--- config.mk ---
export PLATFORM = sky130hd
export DESIGN_NAME = memristive_op_sequencer
export DESIGN_NICKNAME = d
export VERILOG_FILES = /design/src/rtl/memristive_op_sequencer.sv
export SDC_FILE = /design/constraint.sdc
export NUM_CORES = 1
export LEC_CHECK = 0
export ABC_CLOCK_PERIOD_IN_PS = 2400
export CAP_MARGIN = 0
export CORE_MARGIN = 5
export CORE_UTILIZATION = 48
export DETAILED_ROUTE_END_ITERATION = 10
export PLACE_DENSITY_LB_ADDON = 0.2
export SETUP_SLACK_MARGIN = 0.5
export SLEW_MARGIN = 15
export SYNTH_ARGS = -nofsm -noshare
export SYNTH_HDL_FRONTEND = slang
export SYNTH_SLANG_ARGS = --single-unit
--- constraint.sdc ---
create_clock -name clk -period 2.4 [get_ports clk]
set_input_delay 0.36 -clock clk [delete_from_list [all_inputs] [get_ports clk]]
set_output_delay 0.36 -clock clk [all_outputs]
set_load 0.01 [all_outputs]
--- src/rtl/memristive_op_sequencer.sv ---
// memristive_op_sequencer: sequences AND/NOR/NOT/READ on a memristor crossbar row set.
// Latency: accept to done = INIT+EVAL+READ+1 (gate), READ+1 (read), 1 (illegal).
// Backpressure: cmd_ready only in IDLE; one command in flight, inputs ignored while busy.
// Ports: clk/rst, cmd_* valid/ready command in, row_sel_*/drv_*_en/v_mode to the crossbar
// drivers, sense_in from the sense amp, busy/done/result/err status.
// Optional macro MEM_OPCOUNT_EN adds op_count/err_count completion counters.
module memristive_op_sequencer #(
  parameter int ADDR_W      = 4,
  parameter int INIT_CYCLES = 2,
  parameter int EVAL_CYCLES = 4,
  parameter int READ_CYCLES = 1
) (
  input  logic              clk,
  input  logic              rst,
  input  logic              cmd_valid,
  output logic              cmd_ready,
  input  logic [1:0]        cmd_op,
  input  logic [ADDR_W-1:0] cmd_a,
  input  logic [ADDR_W-1:0] cmd_b,
  input  logic [ADDR_W-1:0] cmd_dst,
  output logic [ADDR_W-1:0] row_sel_a,
  output logic [ADDR_W-1:0] row_sel_b,
  output logic [ADDR_W-1:0] row_sel_dst,
  output logic              drv_a_en,
  output logic              drv_b_en,
  output logic              drv_dst_en,
  output logic [1:0]        v_mode,
  input  logic              sense_in,
  output logic              busy,
  output logic              done,
  output logic              result,
`ifdef MEM_OPCOUNT_EN
  output logic [15:0]       op_count,
  output logic [7:0]        err_count,
`endif
  output logic              err
);

  localparam int MAX_A = (INIT_CYCLES > EVAL_CYCLES) ? INIT_CYCLES : EVAL_CYCLES;
  localparam int MAXC  = (MAX_A > READ_CYCLES) ? MAX_A : READ_CYCLES;
  localparam int CW    = (MAXC > 1) ? $clog2(MAXC) : 1;
  localparam logic [CW-1:0] INIT_LAST = CW'(INIT_CYCLES - 1);
  localparam logic [CW-1:0] EVAL_LAST = CW'(EVAL_CYCLES - 1);
  localparam logic [CW-1:0] READ_LAST = CW'(READ_CYCLES - 1);

  localparam logic [1:0] OP_AND  = 2'b00;
  localparam logic [1:0] OP_NOT  = 2'b10;
  localparam logic [1:0] OP_READ = 2'b11;

  localparam logic [1:0] VM_GND  = 2'b00;
  localparam logic [1:0] VM_SET  = 2'b01;
  localparam logic [1:0] VM_RST  = 2'b10;
  localparam logic [1:0] VM_BIAS = 2'b11;

  typedef enum logic [2:0] {S_IDLE, S_INIT, S_EVAL, S_READ, S_DONE} state_t;

  state_t        state;
  logic [CW-1:0] cnt;
  logic [1:0]    op_q;
  logic          illegal;

  // Destination must not alias an operand it is evaluated from.
  always_comb begin
    illegal = 1'b0;
    case (cmd_op)
      2'b00, 2'b01: illegal = (cmd_dst == cmd_a) || (cmd_dst == cmd_b);
      2'b10:        illegal = (cmd_dst == cmd_a);
      default:      illegal = 1'b0;
    endcase
  end

  assign cmd_ready = (state == S_IDLE);
  assign busy      = (state != S_IDLE);

  // Outputs are loaded on the edge that enters each phase, so drives and
  // v_mode always line up with the state they belong to.
  always_ff @(posedge clk or posedge rst) begin
    if (rst) begin
      state       <= S_IDLE;
      cnt         <= '0;
      op_q        <= 2'b00;
      row_sel_a   <= '0;
      row_sel_b   <= '0;
      row_sel_dst <= '0;
      drv_a_en    <= 1'b0;
      drv_b_en    <= 1'b0;
      drv_dst_en  <= 1'b0;
      v_mode      <= VM_GND;
      done        <= 1'b0;
      result      <= 1'b0;
      err         <= 1'b0;
    end else begin
      case (state)
        S_IDLE: begin
          if (cmd_valid) begin
            op_q        <= cmd_op;
            row_sel_a   <= cmd_a;
            row_sel_b   <= cmd_b;
            row_sel_dst <= cmd_dst;
            cnt         <= '0;
            result      <= 1'b0;
            err         <= illegal;
            if (illegal) begin
              state <= S_DONE;
              done  <= 1'b1;
            end else if (cmd_op == OP_READ) begin
              state    <= S_READ;
              v_mode   <= VM_BIAS;
              drv_a_en <= 1'b1;
            end else begin
              state      <= S_INIT;
              drv_dst_en <= 1'b1;
              // AND starts from a RESET destination, NOR/NOT from a SET one.
              v_mode     <= (cmd_op == OP_AND) ? VM_RST : VM_SET;
            end
          end
        end
        S_INIT: begin
          if (cnt == INIT_LAST) begin
            cnt        <= '0;
            state      <= S_EVAL;
            v_mode     <= VM_BIAS;
            drv_a_en   <= 1'b1;
            drv_b_en   <= (op_q != OP_NOT);
            drv_dst_en <= 1'b1;
          end else begin
            cnt <= cnt + 1'b1;
          end
        end
        S_EVAL: begin
          if (cnt == EVAL_LAST) begin
            cnt        <= '0;
            state      <= S_READ;
            drv_a_en   <= 1'b0;
            drv_b_en   <= 1'b0;
            drv_dst_en <= 1'b1;
          end else begin
            cnt <= cnt + 1'b1;
          end
        end
        S_READ: begin
          if (cnt == READ_LAST) begin
            cnt        <= '0;
            state      <= S_DONE;
            result     <= sense_in;
            done       <= 1'b1;
            drv_a_en   <= 1'b0;
            drv_b_en   <= 1'b0;
            drv_dst_en <= 1'b0;
            v_mode     <= VM_GND;
          end else begin
            cnt <= cnt + 1'b1;
          end
        end
        S_DONE: begin
          done  <= 1'b0;
          cnt   <= '0;
          state <= S_IDLE;
        end
        default: begin
          state <= S_IDLE;
          cnt   <= '0;
        end
      endcase
    end
  end

`ifdef MEM_OPCOUNT_EN
  // Counted on the done pulse; both counters stick at all-ones.
  always_ff @(posedge clk or posedge rst) begin
    if (rst) begin
      op_count  <= '0;
      err_count <= '0;
    end else if (done) begin
      if (!err && op_count != 16'hFFFF)
        op_count <= op_count + 16'd1;
      if (err && err_count != 8'hFF)
        err_count <= err_count + 8'd1;
    end
  end
`endif

endmodule

# --- After elaboration in Yosys (flattened, before gate mapping) ---
# Cells that the tools add are included.
totals:
  regBits: 27
  output_inout_bits: 22
classes:
  addsub: 1
  n_eq_ne: 20
  mux: 41
  reduce_logical: 19
ops:
  columns: ["cell", "count"]
  rows:
  - ["2-bit two-way mux", 11]
  - ["1-bit two-way mux", 16]
  - ["3-bit two-way mux", 5]
  - ["2-bit inequality test, second input constant", 7]
  - ["7-bit AND reduction", 2]
  - ["3-bit one-hot mux with 4 select lines", 1]
  - ["4-bit AND reduction", 3]
  - ["3-bit nonzero test", 4]
  - ["4-bit == test", 2]
  - ["1-bit one-hot mux with 4 select lines", 2]
  - ["2-bit one-hot mux with 4 select lines", 1]
  - ["2-bit == test, second input constant", 3]
  - ["3-bit by 2-bit == test with 1-bit output, second input constant", 2]
  - ["1-bit one-hot mux with 3 select lines", 2]
  - ["2-bit one-hot mux with 3 select lines", 1]
  - ["5-bit AND reduction", 1]
  - ["2-bit by 1-bit == test with 1-bit output, second input constant", 2]
  - ["2-bit logical NOT", 2]
  - ["2-bit by 1-bit inequality test with 1-bit output, second input constant", 2]
  - ["1-bit one-hot mux with 2 select lines", 2]
  - ["4-bit nonzero test", 1]
  - ["3-bit by 1-bit == test with 1-bit output, second input constant", 1]
  - ["3-bit == test, second input constant", 1]
  - ["3-bit logical NOT", 1]
  - ["6 further kinds", 6]

# --- Depth between registers and ports, before layout ---
logic_depth:
  word_depth: 6
  mapped_depth: 7
  ltp_nobuf: 7

# --- Worst setup path before layout ---
# No wires, ideal clock.
synth_timing:
  kind: "flip-flop to flip-flop"
  from: "register cnt[0]"
  to: "register drv_a_en"
  setup_time_ps: 127
  t_arrival_ps: 1615
  t_required_ps: 2273
  setup_slack_ps: 658
  path_stages_with_launch: 8
  path_buffers: 0
  synth_period_minus_slack_ps: 1742
  path_cell_list: "dfrtp_1 inv_1 ha_1 mux2i_1 a211oi_2 nor2b_4 nand2_1 mux2_1"
synth_via:
  elab_chain_cells: 3
  elab_cells_between_ends: 7
synth_rtl:
  columns: ["element", "line_no", "text"]
  rows:
  - ["from (decl)", "58", "logic [CW-1:0] cnt;"]
  - ["from (signal assigned)", "127", "cnt <= cnt + 1'b1;"]
  - ["from (signal assigned)", "138", "cnt <= cnt + 1'b1;"]
  - ["from (signal assigned)", "152", "cnt <= cnt + 1'b1;"]
  - ["2-bit == test (tied with other cells)", "131", "if (cnt == EVAL_LAST) begin"]
  - ["2-bit inequality test (no source line)", null, null]
  - ["7-bit AND reduction (no source line) (*)", null, null]
  - ["to (signal assigned)", "123", "drv_a_en <= 1'b1;"]
  - ["to (signal assigned)", "134", "drv_a_en <= 1'b0;"]
  - ["to (signal assigned)", "147", "drv_a_en <= 1'b0;"]
  - ["to (decl)", "24", "output logic drv_a_en,"]
# Mark *: on every way between the ends. The rest lies on a longest branch, timed or not.
# A chain may end at the register's enable or synchronous reset.

# --- Worst setup path after layout ---
# Ends and elaborated chain as after synthesis.

==> qor.csv <==
stage,metric,value,unit
timing,finalCritPeriodShare,77.7,%
cts,cts-root-buf,clkbuf_4,
finish,fin_area,0.00206,mm2
finish,antenna_cells,0,
setup_path,worstPathMaxFanout,4,
cts,cts_max_level,1,
detailed_routing,routedWlPerCell,14.1,um
die,core_area,0.00305,mm2
detailed_routing,first_pass_iters,4,
cts,clk_path_buf_depth,2,
synth,synth_enable_flop_cells,0,
pwr,p_leak,0.955,nW
synth,yosys.cell_count.top_type,nand2_1,
timing,skew,11.3,ps
placed_design,dpl_cell_area,0.00196,mm2
finish,nNetsFinal,246,
setup_path,cp_top_family,flip-flops,
synth,synthTopCellsByCount,"45 x nand2_1, 27 x dfrtp_1, 10 x ha_1, 10 x inv_1, 10 x o21ai_0",
synth,yosysWarnings,0,
placed_design,io_buffers,39,
cts,clk_pin_slew,150,ps
detailed_routing,drt-initial-drc-count,83,
timing,drv_slew,0,
finish,layout-drive-gt1-share,13.4,%
global_routing,grt_pass1_vias,1363,
setup_path,critPathMaxStageDelay,440,ps
die,start_util,49.6,%
global_routing,met3_usage,3.74,%
cts,cts-buffers-inserted,3,
setup_path,startpoint_type,flop,
placed_design,gp_congestion,0.817,
synth,synth_seq_cells,27,
global_routing,overflow,0,
setup_path,required,2630,ps
synth,synth_flop_cell,dfrtp_1,
detailed_routing,via_per_inst,5.16,
timing,setup_viol,0,
hold_path,holdCritPathClass,in -> async,
finish,fillers,266,
cts,insertion_delay,330,ps
pwr,irDropWorstVdd,0.542,mV
timing,tns,0,ps
placed_design,post-dp-hpwl,2670,um
cts,cts_tree,yes,
setup_path,path_buf_inv,1,
timing,rsz0062_at_grt,yes,
global_routing,grt.met2_usage,30.0,%
setup_path,path_cells,"inv_1, ha_2, mux2i_2, a211oi_2, nor2b_4, nand2_1, mux2_1",
synth,synth_nets,195,
synth,netlist_instances,167,
die,die_w,66.2,um
synth,yosysUniqueCellTypes,38,
pwr,power_density,1190,mW/mm2
timing,fmax,536,MHz
timing,tightest_slew,339,ps
timing,relSlewSlack,77.4,%
cts,clkSinkCount,27,
synth,yosys.area.top_type,dfrtp_1,
global_routing,grt_max_degree,28,
detailed_routing,routed_wl,3680,um
detailed_routing,antenna_left,0,
die,ios,40,
setup_path,arrival,2090,ps
detailed_routing,post-route-drc-count,0,
detailed_routing,via_count,1346,
die,dieArea,0.00438,mm2
synth,synthesis.area,0.00152,mm2
synth,synth_top_area_share,44.6,%
synth,synth_area_leaders,"dfrtp_1 45%, nand2_1 11%, ha_1 8.3%",
global_routing,met1_usage,21.0,%
global_routing,track_usage,17.3,%
synth,synth-seq-area-share,44.6,%
run,cap_violations,0,
global_routing,antenna_found_initial,0,
timing,hold_viol,0,
finish,area_delta_synth_final,36.1,%
setup_path,slowest_stage,dfrtp_1,
cts,holdBufCountCts,0,
die,num_rows,20,
run_status,outcome,"complete, no violations",
synth,avgSynthCellArea,9.07,um2
global_routing,gr-max-usage-layer,met2,
setup_path,crit_type,reg -> reg,
synth,synthArstFlopShare,100,%
global_routing,grt_pass1_wl,5950,um
die,dieHeight,66.2,um
setup_path,end_kind,flop,
timing,min_period,1860,ps
-- layout by cell type (no fill, tap or decap), types with 2 or more instances in the layout --
cell             synthesis  final
dfrtp_1                 27     25
nor3_1                   4      3
buf_4                    0     12
nand2b_1                 4      4
xnor2_1                  8      8
o22ai_1                  2      2
clkbuf_4                 0      3
o21ai_1                  2      3
nor2_1                   3      3
a22o_1                   3      3
dfrtp_2                  0      2
nand3_1                  3      3
ha_1                    10      9
o21ai_0                 10      9
nand2_1                 45     45
and3_1                   4      4
a21oi_1                  7      7
inv_1                   10     10
clkdlybuf4s50_1          0     37
-- worst reg2reg max path, cell delays in order (launching register included) --
cell and delay, ps:
dfrtp_1 440, inv_1 120, ha_2 230, mux2i_2 110
a211oi_2 270, nor2b_4 210, nand2_1 70, mux2_1 310
-- final cells by class --
cell class | count | area [um2] | share of cell area, %
inverters | 11 | 46.3 | 2.25
flip-flops and latches | 27 | 678 | 32.9
repair buffers | 51 | 474 | 23.0
clock buffers | 4 | 26.3 | 1.27
multi-input cells | 124 | 782 | 37.9
well taps | 44 | 55.1 | 2.67
-- metal layers --
metal | routed length (um) | vias to the layer above
met2 | 1810 | 47
met3 | 220 | 4
met4 | 36 | 0
met1 | 1620 | 633
li1 | - | 662
met5 | 0 | -
-- repair_timing --
item | 4_1_cts | 5_1_grt
pin swaps | 1 | 1
endpoints found under the setup margin | 3 | 5
gates resized for setup | 4 | 7
buffers inserted | 3 | 6
-- flip-flops by register name, summed over array words and instances (netlist names) --
| register | flops |
|---|---|
| err | 1 |
| row_sel_b | 4 |
| op_q | 2 |
| v_mode | 2 |
| row_sel_dst | 4 |
| drv_a_en | 1 |
| state | 3 |
| row_sel_a | 4 |
| cnt | 2 |
| drv_dst_en | 1 |
| done | 1 |
| result | 1 |
| drv_b_en | 1 |
-- cell families (layout without fill, tap and decap cells) --
logic type / Yosys count / count (layout) / share of synthesized area, %
AOI/OAI and AO/OA: 33 / 33 / 14.0
muxes: 2 / 2 / 1.40
adders and majority gates: 10 / 10 / 8.26
buffers and inverters: 16 / 66 / 4.87
xor gates and xnor gates: 8 / 8 / 4.62
and+or+nand+nor: 71 / 71 / 22.2
DFF: 27 / 27 / 44.6
-- per-stage QoR --
stage	hold WS (ps)	util, %	std cells	setup slack, ps	power [mW]
3_5_place_dp	461	64.1	248	206	2.12
4_1_cts	379	65.7	255	497	2.36
6_report	362	67.5	261	536	2.45
3_3_place_gp	460	64.1	248	343	2.08
2_1_floorplan	413	-	167	658	1.58
5_1_grt	394	67.5	261	440	2.65
-- power by group --
group | internal [mW] | switching [mW] | total (mW)
combinational | 0.744 | 0.738 | 1.48
clock | 0.0651 | 0.136 | 0.201
sequential | 0.657 | 0.115 | 0.772
total | 1.47 | 0.988 | 2.45
-- path summary, 6_finish.rpt --
| path | start | cells after the start | slack (ps) | end |
|---|---|---|---|---|
| worst min-delay path | rst | 3 | 360 | cnt[0] |
| min in group clk | row_sel_a[3] | 2 | 500 | row_sel_a[3] |
| worst max-delay path | cnt[0] | 7 | 540 | drv_a_en |
| worst max register to register | cnt[0] | 7 | 540 | drv_a_en |
| worst min register to register | row_sel_a[3] | 2 | 500 | row_sel_a[3] |
| max in group asynchronous | rst | 3 | 1750 | state[2] |
(Power assumes the default switching activity.)
